==> config.mk <==
export PLATFORM = sky130hd
export DESIGN_NAME = pipe_skid_reg
export DESIGN_NICKNAME = d
export VERILOG_FILES = /design/src/rtl/pipe_pkg.sv /design/src/rtl/en_reg.sv /design/src/rtl/pipe_skid_reg.sv
export SDC_FILE = /design/constraint.sdc
export NUM_CORES = 1
export LEC_CHECK = 0
export ABC_AREA = 0
export CORE_MARGIN = 2
export CORE_UTILIZATION = 25
export CTS_CLUSTER_SIZE = 10
export DETAILED_ROUTE_END_ITERATION = 12
export DONT_BUFFER_PORTS = 1
export MAX_ROUTING_LAYER = met4
export PLACE_DENSITY = 0.43
export SYNTH_ARGS = -nofsm -noshare
export SYNTH_HDL_FRONTEND = slang
export SYNTH_SLANG_ARGS = --single-unit
==> constraint.sdc <==
create_clock -name clk -period 2 [get_ports clk]
set_input_delay 0.4 -clock clk [delete_from_list [all_inputs] [get_ports clk]]
set_output_delay 0.4 -clock clk [all_outputs]
set_load 0.03 [all_outputs]
==> src/rtl/pipe_pkg.sv <==
// Shared types and constants for the skid-buffered pipeline register.
package pipe_pkg;

  typedef enum logic [1:0] {
    PS_EMPTY = 2'd0,
    PS_HALF  = 2'd1,
    PS_FULL  = 2'd2
  } pipe_state_t;

  localparam logic [1:0] OCC_EMPTY = 2'd0;
  localparam logic [1:0] OCC_HALF  = 2'd1;
  localparam logic [1:0] OCC_FULL  = 2'd2;

  // Occupancy is a pure decode of the state; an unused encoding reads as empty.
  function automatic logic [1:0] occ_of(input pipe_state_t s);
    case (s)
      PS_HALF: occ_of = OCC_HALF;
      PS_FULL: occ_of = OCC_FULL;
      default: occ_of = OCC_EMPTY;
    endcase
  endfunction

endpackage

==> src/rtl/en_reg.sv <==
// Enabled register with asynchronous active-low reset to a parameterised value.
module en_reg #(
  parameter int               WIDTH     = 64,
  parameter logic [WIDTH-1:0] RESET_VAL = '0
) (
  input  logic             clk,
  input  logic             rst_n,
  input  logic             en,
  input  logic [WIDTH-1:0] d,
  output logic [WIDTH-1:0] q
);

  // Load on enable, otherwise hold.
  always_ff @(posedge clk or negedge rst_n) begin
    if (!rst_n)  q <= RESET_VAL;
    else if (en) q <= d;
  end

endmodule

==> src/rtl/pipe_skid_reg.sv <==
// Inter-stage pipeline register with a one-entry skid buffer. in_ready is a
// pure state decode, so downstream stalls never reach upstream combinationally.
module pipe_skid_reg
  import pipe_pkg::*;
#(
  parameter int               WIDTH     = 64,
  parameter logic [WIDTH-1:0] RESET_VAL = '0
) (
  input  logic             clk,
  input  logic             reset,
  input  logic             in_valid,
  output logic             in_ready,
  input  logic [WIDTH-1:0] in_data,
  output logic             out_valid,
  input  logic             out_ready,
  output logic [WIDTH-1:0] out_data,
  input  logic             flush,
  output logic [1:0]       count
);

  pipe_state_t      state, state_nxt;
  logic             accept, pop;
  logic             main_en, skid_en;
  logic [WIDTH-1:0] main_d, skid_q;

  assign in_ready  = (state != PS_FULL);
  assign out_valid = (state != PS_EMPTY);
  assign count     = occ_of(state);
  assign accept    = in_valid & in_ready;
  assign pop       = out_valid & out_ready;

  // State register; reset empties the block immediately.
  always_ff @(posedge clk or negedge reset) begin
    if (!reset) state <= PS_EMPTY;
    else        state <= state_nxt;
  end

  // Next state and register enables. Flush discards any handshake this cycle
  // and leaves the data registers untouched.
  always_comb begin
    state_nxt = state;
    main_en   = 1'b0;
    skid_en   = 1'b0;
    if (flush) begin
      state_nxt = PS_EMPTY;
    end else begin
      case (state)
        PS_EMPTY: begin
          if (accept) begin
            state_nxt = PS_HALF;
            main_en   = 1'b1;
          end
        end
        PS_HALF: begin
          if (accept && pop) begin
            main_en = 1'b1;
          end else if (accept) begin
            state_nxt = PS_FULL;
            skid_en   = 1'b1;
          end else if (pop) begin
            state_nxt = PS_EMPTY;
          end
        end
        PS_FULL: begin
          // in_ready is low here, so only a pop can move things.
          if (pop) begin
            state_nxt = PS_HALF;
            main_en   = 1'b1;
          end
        end
        default: state_nxt = PS_EMPTY;
      endcase
    end
  end

  // Main refills from the skid only when draining out of FULL.
  assign main_d = (state == PS_FULL) ? skid_q : in_data;

  en_reg #(.WIDTH(WIDTH), .RESET_VAL(RESET_VAL)) u_main (
    .clk   (clk),
    .rst_n (reset),
    .en    (main_en),
    .d     (main_d),
    .q     (out_data)
  );

  en_reg #(.WIDTH(WIDTH), .RESET_VAL(RESET_VAL)) u_skid (
    .clk   (clk),
    .rst_n (reset),
    .en    (skid_en),
    .d     (in_data),
    .q     (skid_q)
  );

endmodule

# == Word level (Yosys, flattened, before mapping) ==
# Index checks and enable logic that the tools add are counted.
# classes
addsub,0
n_mul,0
div,0
magnitude_cmp,0
n_eq_ne,7
shifts,0
n_mux,17
n_bitwise,2
n_reduce_logical,4
# ops
op,n
$mux W64,1
$mux W2,6
$ne A3 B3 Y1 const B,3
$mux W1,7
$pmux W2 S3,1
$ne A4 B4 Y1 const B,1
$pmux W2 S2,1
$reduce_and A4 Y1,1
$pmux W1 S3,1
$and A1 B1 Y1,2
$eq A2 B1 Y1 const B,1
$eq A2 B2 Y1 const B,1
$logic_not A2 Y1,1
$ne A2 B2 Y1 const B,1
$reduce_bool A2 Y1,1
$logic_and A1 B1 Y1,1
# word_totals
reg_bits,130
latchBits,0
mem_bits_rw,0
romBits,0
inputBits,69
mem_count,0

# == Logic depth before layout (Yosys ltp) ==
# Gate-level depths: netlist of the first run.
# depth
ltp_word,7
mapped_depth,6
depth_no_buf,4

# == Cells and area by module ==
# Synthesis of the first run repeated with hierarchy kept, for this count alone.
# hier_totals
hier_cells,356
area_unflattened_um2,6429.9
# by_module_without_submodules
mod,instances,cells_per_inst,area_each_um2
en_reg,2,135,2678.8
pipe_skid_reg,1,86,1072.3

# == Least setup slack after synthesis of the first run ==
# OpenSTA, ideal clock, no wires.
# synth_path
path_kind,reg-to-reg
startpoint,register state[1]
endpoint,register u_main.q[33]
setup_ns,0.125
arrival_ns,1.693
setup_slack_ns,0.183
stages_incl_launch_ff,6
path_buffers,1
cell_sequence,dfrtp_1 > and2b_1 > inv_2 > buf_2 > mux2_2 > mux2_2
# synth_between
elab_chain_cells,6
elab_cells_between_ends,14
# synth_lines
item,line_no,text
from (decl),pipe_skid_reg.sv:21,"pipe_state_t state, state_nxt;"
from (signal assigned),pipe_skid_reg.sv:35,else state <= state_nxt;
$ne A2 B2 Y1 *,pipe_skid_reg.sv:26,assign in_ready = (state != PS_FULL);
named net in_ready,pipe_skid_reg.sv:12,"output logic in_ready,"
$and A1 B1 Y1 *,pipe_skid_reg.sv:29,assign accept = in_valid & in_ready;
$logic_and A1 B1 Y1,pipe_skid_reg.sv:55,if (accept && pop) begin
$mux W1,pipe_skid_reg.sv:55,
$pmux W1 S3 *,pipe_skid_reg.sv:47,case (state)
$mux W1 *,pipe_skid_reg.sv:44,if (flush) begin
to (signal assigned),en_reg.sv:15,if (!rst_n) q <= RESET_VAL;
to (signal assigned),en_reg.sv:16,else if (en) q <= d;
to (decl),en_reg.sv:10,output logic [WIDTH-1:0] q
# The timed path passes the listed nets; every way through them passes the cells marked *.
# A chain may end at the register's enable or synchronous reset.

# == Worst setup path in the final report of the first run ==
# layout_path
startpoint,register state[1]
endpoint,output in_ready
# layout_between
elab_chain_cells,1
# layout_lines
item,line_no
$ne A2 B2 Y1,pipe_skid_reg.sv:26
to (decl),pipe_skid_reg.sv:12
# No other way between the ends.

==> results by group, run 1 <==
Status
  – Status: finished with violations
  – Violated checks: hold timing

Detailed routing
  – WL per Instance: 17.3 um
  – DR iter-0 viols: 90
  – DRT Pass-1 Iters: 3
  – Post-Route WL: approximately 12000 um
  – Post-route ant nets: 0
  – Vias per cell: 4.23
  – Remaining DRCs: 0
  – Vias: 2942

Die
  – DIE WIDTH: 157 um
  – Row count: 55
  – Initial core utilization: 25.6%
  – Core area: 0.0228 sq mm
  – Die ar.: between 0.02 and 0.025 sq mm
  – Num ports: around 140
  – Die Y: 157 um

Timing
  – Hold Fails Final Rpt: 130
  – Worst Tran Pin Value: 0.353 ns
  – Slew margin rel.: about 76%
  – Max-slew violations: 0
  – Final min period: 1.90 ns
  – Final setup margin: 0.101 ns
  – Worst Hold Slack: -0.321 ns
  – TNS Setup: 0 ns
  – Tcrit/Tclk final: a little over nine tenths
  – RSZ-0062 raised after global routing: no
  – Final setup viols: 0
  – Final clock skew: 0.00926 ns
  – Fmax: 0.527 GHz

Global route
  – Largest net degree at the start of global routing: 131
  – Global-route wire length before repair: 18800 um
  – Initial antenna violation count: 0
  – Vias in the first global route: 3214
  – Total grt overflow: 0
  – Global Route Usage Sum: 10.6%

Synthesis
  – Seq cells post-synth: 130
  – Synth Warn #: 0
  – Synth unique cells: 21
  – Synthesized cell area: a little under 0.006 sq mm
  – Mapped Avg Cell Area: approximately 16 sq um
  – Seq/Total Area, Yosys: 55.9%
  – Syn nets: between 400 and 500
  – Post-Syn Instances: around 360

Finish
  – Number of inserted diodes: 0
  – FILL cells: 2275
  – Layout cells sized above 1: between 60% and 70%
  – Area grow syn2layout: 18.6%
  – Post-layout util: 30.3%
  – Final instance area: a little under 0.007 sq mm
  – Layout Nets: 438

CTS
  – Total CTS buffers: 17
  – CTS H-Tree Depth: 4
  – CTS max path bufs: 2
  – TritonCTS clock tree: yes
  – Worst-Skew Late Latency: 0.41 ns
  – Clock-pin slew on the worst setup and hold paths: ~0.060 ns
  – Post-CTS Setup Inserts: 0
  – # clock sinks: 130
  – Root buffer cell: clkbuf_16

Critical path
  – Worst reg2reg path depth: 4
  – Worst Path Arrival: around 1.5 ns
  – Crit path kind: flop to output port
  – Crit start category: flop
  – Required time worst endpoint: 1.60 ns
  – CP Max Fanout: 16
  – Crit end category: output port

Power
  – Pwr dens: between 1000 and 1500 mW/mm^2
  – VDD IR max: 0.449 mV
  – Psw: 2400 uW
  – Switching Fraction: 28.2%
  – Leakage power total: 0.00300 uW
  – Sequential power share: 49.8%
  – Combinational power share: 10.7%
  – Cell internal pwr: 6090 uW
  – Clock share of power: 39.5%

Flow run
  – Maxcap violations: 0

Hold path
  – Hold Crit Class: primary input to async pin

Place
  – Dpl hpwl: between 7000 and 8000 um
  – Place WS: 0.128 ns
  – Routability cong.: 0.689
  – IO buf count: 0
  – Dpl cell area: 0.00623 sq mm
==> cells in the final DEF, fill, tap and decap left out, types with 2 or more instances in the layout <==
master	synthesis	layout
mux2_2	149	149
dfrtp_1	130	129
mux2_4	40	40
clkbuf_16	0	17
buf_12	0	5
bufinv_16	0	4
buf_4	5	4
mux2_1	3	3
clkinvlp_4	0	3
or2_2	2	2
nor2b_1	2	2
nand2_1	2	2
clkbuf_8	0	2
clkinv_2	0	2
inv_6	0	2
==> cells in the mapped netlist, drive strengths merged <==
cell,count,area share (%)
a21oi,2,0.37
o22a,1,0.15
mux2,192,40
nor2,1,0.064
nand2,2,0.13
or2,2,0.21
nor2b,2,0.21
nor3b,1,0.13
dfrtp,130,56
o21a,1,0.13
inv,1,0.064
buf,20,2.5
nand3b,1,0.13
nand2b,1,0.11
and2b,1,0.13
nor3,1,0.086
==> worst paths after layout <==
path                                                from                       end  slack, ns
max in group asynchronous                          reset      state[1]$_DFFE_PN0P_       2.16
worst max-delay path                state[1]$_DFFE_PN0P_                  in_ready       0.10
min in group clk                                   flush      state[0]$_DFFE_PN0P_       0.05
worst min-delay path                               reset  u_main.q[15]$_DFFE_PN0P_      -0.32
worst min register to register  u_skid.q[37]$_DFFE_PN0P_  u_skid.q[37]$_DFFE_PN0P_       0.50
worst max register to register      state[1]$_DFFE_PN0P_  u_skid.q[26]$_DFFE_PN0P_       0.20
==> power by group through the flow <==
stage | clock [uW] | combinational, uW | sequential [uW]
3_5_place_dp | 0 | 927 | 4280
4_1_cts | 3470 | 931 | 4240
5_1_grt | 3590 | 1000 | 4320
2_1_floorplan | 0 | 808 | 4140
3_3_place_gp | 0 | 884 | 4260
6_report | 3350 | 909 | 4220
==> critical path, stage by stage (launching register included) <==
cell,delay (ns)
dfrtp_2,0.43
and2b_1,0.20
inv_4,0.11
buf_16,0.17
buf_4,0.18
==> stage by stage <==
| stage | std cells | power, uW |
|---|---|---|
| after global placement | 662 | 5140 |
| after global routing | 695 | 8900 |
| after CTS | 695 | 8650 |
| after detailed placement | 662 | 5210 |
| final | 695 | 8480 |
| after floorplan | 359 | 4950 |
==> state kept, by name, summed over array words and instances, names as in the netlist <==
signal and count:
u_skid.q 64, u_main.q 64, state 2
==> cell type report <==
class                      instances  area, sq um  area share, %
inverter                           1         6.26         0.0906
clock buffer                      20          457           6.62
tap                              313          392           5.67
clock inverter                    12          179           2.59
multi-input combinational        208         2420           35.1
timing repair buffer              11          190           2.76
sequential                       130         3250           47.1
==> cells by family after synthesis <==
group           after synthesis  share of synthesized area (%)
flops                       130                           55.9
buf+inv                      21                           2.54
mux                         192                           39.7
simple gates                 12                           1.20
compound gates                4                          0.645
==> per-layer routing <==
metal	wire length (um)	GRT usage, %	part of all wire (%)	up-vias
met5	0	-	0	-
met4	153	4.33	1.3	0
met3	865	4.32	7.2	9
met2	6150	17.0	51	80
met1	4870	11.8	40	1542
li1	-	-	-	1311
==> repair_timing <==
action | 4_1_cts | 5_1_grt
gates resized for setup | 1 | 1
hold endpoints to repair | 130 | 130
setup endpoints to repair | 1 | 1
cloned | 1 | 0
No activity file was read; power rests on OpenSTA's default activity.
==> run 2, diff against run 1 <==
--- a/config.mk
+++ b/config.mk
@@ -11,6 +11,7 @@
 export CTS_CLUSTER_SIZE = 10
 export DETAILED_ROUTE_END_ITERATION = 12
 export DONT_BUFFER_PORTS = 1
+export GPL_TIMING_DRIVEN = 0
 export MAX_ROUTING_LAYER = met4
 export PLACE_DENSITY = 0.43
 export SYNTH_ARGS = -nofsm -noshare
==> run 2 against run 1 <==
Against the previous run: the flow still finishes with violations (hold timing); first-iteration DRC count shrank 21%; clock skew shrank 0.0020 ns; clock power shrank 11%; core utilization shrank 0.41 points; final cell count grew 1.4%; hold slack lost 0.0041 ns.
==> results by group, run 2 (same netlist as run 1, synthesis figures left out) <==
Place
  – Dpl hpwl: 8460 um
  – Dpl cell area: 0.00621 sq mm
  – IO buf count: 0
  – Routability cong.: 0.677
  – Place WS: -0.110 ns

Die
  – Die ar.: 0.0245 sq mm
  – Initial core utilization: 25.6%
  – Die Y: between 150 and 200 um
  – Num ports: 137
  – Core area: between 0.02 and 0.025 sq mm
  – Row count: 55
  – DIE WIDTH: 157 um

Detailed routing
  – Vias: ~3000
  – Vias per cell: around 4.3
  – Post-Route WL: 12800 um
  – DR iter-0 viols: between 70 and 80
  – DRT Pass-1 Iters: 4
  – Remaining DRCs: 0
  – WL per Instance: 18.2 um
  – Post-route ant nets: 0

Finish
  – Most frequent cells in the layout: mux2_2, dfrtp_1, mux2_4, clkbuf_16, buf_2
  – Post-layout util: 29.9%
  – Top Registers: u_main.q x64, u_skid.q x64, state x2
  – Final instance area: 0.00681 sq mm
  – Commonest non-fill, non-tap cell in the layout: mux2_2
  – Register area: 0.00325 sq mm
  – Layout cells sized above 1: between 60% and 70%
  – FILL cells: 2276
  – Number of inserted diodes: 0
  – Area grow syn2layout: 17.0%
  – Layout Nets: between 400 and 500
  – Area of the multi-input gates: 0.00243 sq mm

Timing
  – Hold Fails Final Rpt: 130
  – Tcrit/Tclk final: between 90 and 100%
  – Slew margin rel.: a little over half
  – Final min period: 1.87 ns
  – Fmax: 0.534 GHz
  – Final clock skew: ~0.0073 ns
  – Max-slew violations: 0
  – Worst Tran Pin Value: 0.678 ns
  – Worst Hold Slack: -0.325 ns
  – Final setup margin: 0.128 ns
  – RSZ-0062 raised after global routing: no
  – TNS Setup: 0 ns
  – Final setup viols: 0

CTS
  – CTS max path bufs: 2
  – TritonCTS clock tree: yes
  – Root buffer cell: clkbuf_16
  – # clock sinks: between 100 and 150
  – Worst-Skew Late Latency: approximately 0.41 ns
  – Total CTS buffers: 17
  – Clock-pin slew on the worst setup and hold paths: 0.06 ns
  – CTS H-Tree Depth: 4

Global route
  – Global Route Usage Sum: 11.2%
  – Initial antenna violation count: 0
  – Global-route wire length before repair: roughly 20000 um
  – Vias in the first global route: around 3300
  – Largest net degree at the start of global routing: ~130
  – Total grt overflow: 0

Critical path
  – Crit path kind: flop to output port
  – Crit end category: output port
  – Worst Path Arrival: between 1 and 1.5 ns
  – Crit start category: flop
  – Required time worst endpoint: 1.60 ns
  – CP Max Fanout: 10

Status
  – Status: finished with violations
  – Violated checks: hold timing

Hold path
  – Hold Crit Class: primary input to async pin

Power
  – Pwr dens: 1190 mW/mm^2
  – VDD IR max: 0.446 mV
  – Leakage power total: 0.00298 uW

Flow run
  – Maxcap violations: 0
## run 2: cell count changes in the layout (fill, tap and decap cells not counted), sizes merged
cell / previous run / this run
buf: 10 / 22
bufinv: 4 / 1
clkinv: 3 / 6
clkbuf: 20 / 18
clkinvlp: 3 / 5
bufbuf: 1 / 0
inv: 3 / 2
## run 2: through the flow
| stage | cells | power, uW |
|---|---|---|
| 2_1_floorplan | 359 | 4950 |
| 3_3_place_gp | 672 | 5130 |
| 3_5_place_dp | 672 | 5200 |
| 4_1_cts | 705 | 8250 |
| 5_1_grt | 705 | 8520 |
| 6_report | 705 | 8100 |
## run 2: final timing paths
path,from,to,slack [ns],cells after the start
hold / removal,reset,u_skid.q[15]$_DFFE_PN0P_,-0.33,0
setup / recovery,state[0]$_DFFE_PN0P_,in_ready,0.13,3
setup reg to reg,state[1]$_DFFE_PN0P_,u_skid.q[58]$_DFFE_PN0P_,0.13,5
max in group asynchronous,reset,u_main.q[44]$_DFFE_PN0P_,2.17,0
hold reg to reg,u_skid.q[44]$_DFFE_PN0P_,u_skid.q[44]$_DFFE_PN0P_,0.50,1
min in group clk,flush,state[0]$_DFFE_PN0P_,0.05,1
## run 2: where the power goes
| group | total, uW | switching (uW) | leakage (uW) | internal, uW |
|---|---|---|---|---|
| Clock | 2970 | 1240 | 0.000260 | 1730 |
| Sequential | 4230 | 947 | 0.00157 | 3280 |
| Combinational | 903 | 260 | 0.00115 | 643 |
## run 2: repair_timing
item                                   CTS  global route
resized for setup                        4             2
setup buffers                            2             0
pin swaps                                1             0
setup endpoints to repair              110            68
endpoints found under the hold margin  130           130
## run 2: area by class of cell
class,count,share of cell area (%)
clock inverter,13,1.67
buffer,20,2.24
tap,313,5.75
timing repair buffer,2,0.404
inverter,1,0.0551
sequential,130,47.8
multi-input combinational,208,35.6
clock buffer,18,6.45
## run 2: critical path, stage by stage, from the launching register on
cell	delay [ns]
dfrtp_1	0.42
and2b_4	0.36
inv_2	0.06
buf_4	0.21
## run 2: routing by layer
metal | GRT usage, % | wire [um] | vias to the layer above
met2 | 17.5 | 6310 | 80
met5 | - | 0 | -
met1 | 12.7 | 5340 | 1603
met3 | 4.74 | 962 | 12
li1 | - | - | 1329
met4 | 4.33 | 227 | 0
==> run 3, diff against run 2 <==
--- a/config.mk
+++ b/config.mk
@@ -5,7 +5,7 @@
 export SDC_FILE = /design/constraint.sdc
 export NUM_CORES = 1
 export LEC_CHECK = 0
-export ABC_AREA = 0
+export ABC_AREA = 1
 export CORE_MARGIN = 2
 export CORE_UTILIZATION = 25
 export CTS_CLUSTER_SIZE = 10
==> run 3 against run 2 <==
Against the previous run: the flow still finishes with violations (hold timing); register-to-register slack improved by 0.09 ns; non-clock buffer count rose by 28; clock-buffer cell count rose by 5; combinational power rose by 59%; critical path depth rose by 1; first-iteration DRC count rose to 3.8 times the previous value; hold slack improved by 0.0049 ns; design area rose by 2.6%; maximum frequency fell by 1.6%; power rose by 20%; final cell count rose by 58%.
==> results by group, run 3 <==
Status
  – Status: finished with violations
  – Violated checks: hold timing

Timing
  – Worst Tran Pin Value: 0.587 ns
  – Fmax: ~0.53 GHz
  – Tcrit/Tclk final: a little over nine tenths
  – Hold Fails Final Rpt: 130
  – Final clock skew: 0.00914 ns
  – Max-slew violations: 0
  – Final setup viols: 0
  – Slew margin rel.: just over 60%
  – RSZ-0062 raised after global routing: no
  – Worst Hold Slack: -0.320 ns
  – Final min period: 1.90 ns

CTS
  – CTS H-Tree Depth: 4
  – Clock-pin slew on the worst setup and hold paths: 0.06 ns
  – Total CTS buffers: 17
  – CTS max path bufs: 2
  – Worst-Skew Late Latency: approximately 0.42 ns
  – TritonCTS clock tree: yes
  – Root buffer cell: clkbuf_16
  – # clock sinks: between 100 and 150
  – Post-CTS Setup Inserts: 0

Finish
  – Post-layout util: 29.9%
  – Area grow syn2layout: 18.5%
  – Layout Nets: 851
  – Most frequent cells in the layout: nand2_1, dfrtp_1, nand3_1, inv_1, buf_2
  – Commonest non-fill, non-tap cell in the layout: nand2_1
  – Layout cells sized above 1: 9.06%
  – Number of inserted diodes: 0
  – Layout Cells excl Fill: 1114
  – Top Registers: u_main.q x64, u_skid.q x64, state x2

Die
  – DIE WIDTH: 158 um
  – Row count: 56
  – Num ports: 137
  – Die ar.: about 0.025 sq mm
  – Initial core utilization: between 20% and 30%
  – Core area: 0.0233 sq mm
  – Die Y: ~160 um

Critical path
  – CP Depth: 4
  – CP max stage delay: 0.43 ns
  – Crit end category: output port
  – CP bufs+invs: 3
  – Delay-heaviest family, CP: buffers and inverters
  – Crit start category: flop
  – CP Cell Sequence: inv_2 > nand2_4 > inv_4 > buf_4
  – Required time worst endpoint: roughly 1.6 ns
  – Crit path kind: flop to output port
  – Crit-path slowest cell: dfrtp_1
  – CP Max Fanout: 10
  – Worst reg2reg path depth: 6
  – Worst Path Arrival: 1.50 ns

Synthesis
  – Post-Syn Instances: 763
  – Mapped Avg Cell Area: 7.73 sq um
  – Top FF cell, synth: dfrtp_1
  – Most frequent cells after synthesis: nand2_1, dfrtp_1, nand3_1
  – Syn nets: 832
  – Post-synth EDFFs: 0
  – Area share of the largest cell type after synthesis: 55.2%
  – Seq cells post-synth: 130
  – Synthesized cell area: around 0.0059 sq mm
  – Fraction of registers with async set/reset: 100%
  – Synth Warn #: 0
  – Largest cells by area after synthesis: dfrtp_1, nand2_1, nand3_1, buf_2, a21oi_1
  – Top cell type by total area after synthesis: dfrtp_1
  – Cell with the most instances after synthesis: nand2_1
  – Synth unique cells: 16
  – Seq/Total Area, Yosys: a little under three fifths

Power
  – VDD IR max: 0.433 mV
  – Pwr dens: 1400 mW/mm^2
  – Leakage power total: 0.00375 uW

Global route
  – Global Route Usage Sum: 15.5%
  – Vias in the first global route: 4722
  – Largest net degree at the start of global routing: 131
  – Global-route wire length before repair: 28000 um
  – Total grt overflow: 0
  – Initial antenna violation count: 0

Detailed routing
  – Remaining DRCs: 0
  – Vias per cell: 4.27
  – DR iter-0 viols: 271
  – WL per Instance: 16.0 um
  – Vias: 4758
  – DRT Pass-1 Iters: 4
  – Post-route ant nets: 0
  – Post-Route WL: about 18000 um

Place
  – Dpl cells: 1082
  – Routability cong.: around 0.73
  – IO buf count: 0
  – Dpl hpwl: 12100 um

Flow run
  – Maxcap violations: 0

Hold path
  – Hold Crit Class: primary input to async pin
==> run 3: changes by cell type after synthesis, sizes merged, moves of 2 or more <==
cell	previous run	this run
or2	2	0
nand3	0	108
nand2	2	374
nor2b	2	0
inv	1	30
o21ai	0	23
mux2	192	0
buf	20	35
a21oi	2	23
clkbuf	0	15
nor2	1	24
==> run 3: repair_timing <==
item,4_1_cts,5_1_grt
endpoints found under the setup margin,6,61
pin swaps,0,0
gates resized for setup,8,7
endpoints found under the hold margin,130,130
==> run 3: cells by family (layout without fill, tap and decap cells) <==
logic type,after synthesis,in the layout,share of synthesized area (%)
compound gates,47,47,4.10
flops,130,130,55.2
buf+inv,80,112,6.03
simple gates,506,506,34.7
==> run 3: per-layer routing <==
| metal | GRT usage, % | vias up | part of all wire, % |
|---|---|---|---|
| li1 | - | 2431 | - |
| met1 | 19.9 | 2201 | 46 |
| met2 | 22.7 | 111 | 45 |
| met3 | 5.67 | 15 | 7.9 |
| met4 | 4.50 | 0 | 1.1 |
| met5 | - | - | 0 |
==> run 3: worst register-to-register path, cell delays in order, from the launching register on <==
cell	delay, ns
dfrtp_1	0.43
o21ai_2	0.52
nand2_2	0.17
buf_2	0.26
buf_6	0.19
nand2_1	0.06
nand2_1	0.05
==> run 3: power by group <==
part | internal, uW | switching, uW | total [uW]
sequential | 3550 | 1270 | 4820
combinational | 523 | 917 | 1440
clock | 2310 | 1190 | 3500
total | 6380 | 3370 | 9760
==> run 3: path summary, 6_finish.rpt <==
path | start | to | slack [ns]
setup / recovery | state[0]$_DFFE_PN0P_ | count[1] | 0.1
hold / removal | reset | u_main.q[56]$_DFFE_PN0P_ | -0.32
setup reg to reg | state[1]$_DFFE_PN0P_ | u_skid.q[10]$_DFFE_PN0P_ | 0.22
hold reg to reg | u_skid.q[5]$_DFFE_PN0P_ | u_skid.q[5]$_DFFE_PN0P_ | 0.47
max in group asynchronous | reset | u_skid.q[22]$_DFFE_PN0P_ | 2.16
min in group clk | out_ready | state[1]$_DFFE_PN0P_ | 0.08
==> run 3: cell type report <==
| class | instances | area [sq um] |
|---|---|---|
| clock buffer | 23 | 478 |
| tap | 319 | 399 |
| fill | 2549 | 16300 |
| multi-input combinational | 553 | 2300 |
| clock inverter | 9 | 176 |
| sequential | 130 | 3250 |
| inverter | 30 | 115 |
| buffer | 50 | 268 |
==> run 3: through the flow <==
step / cell area (sq um) / total power [uW] / setup TNS, ns / setup WS, ns
after floorplan: 5900 / 5850 / 0 / 0.506
after global placement: 6300 / 6300 / 0 / 0.00987
after detailed placement: 6300 / 6340 / -0.0248 / -0.0130
after CTS: 6970 / 9920 / 0 / 0.00789
after global routing: 6990 / 10400 / 0 / 0.00388
final: 6990 / 9760 / 0 / 0.0966
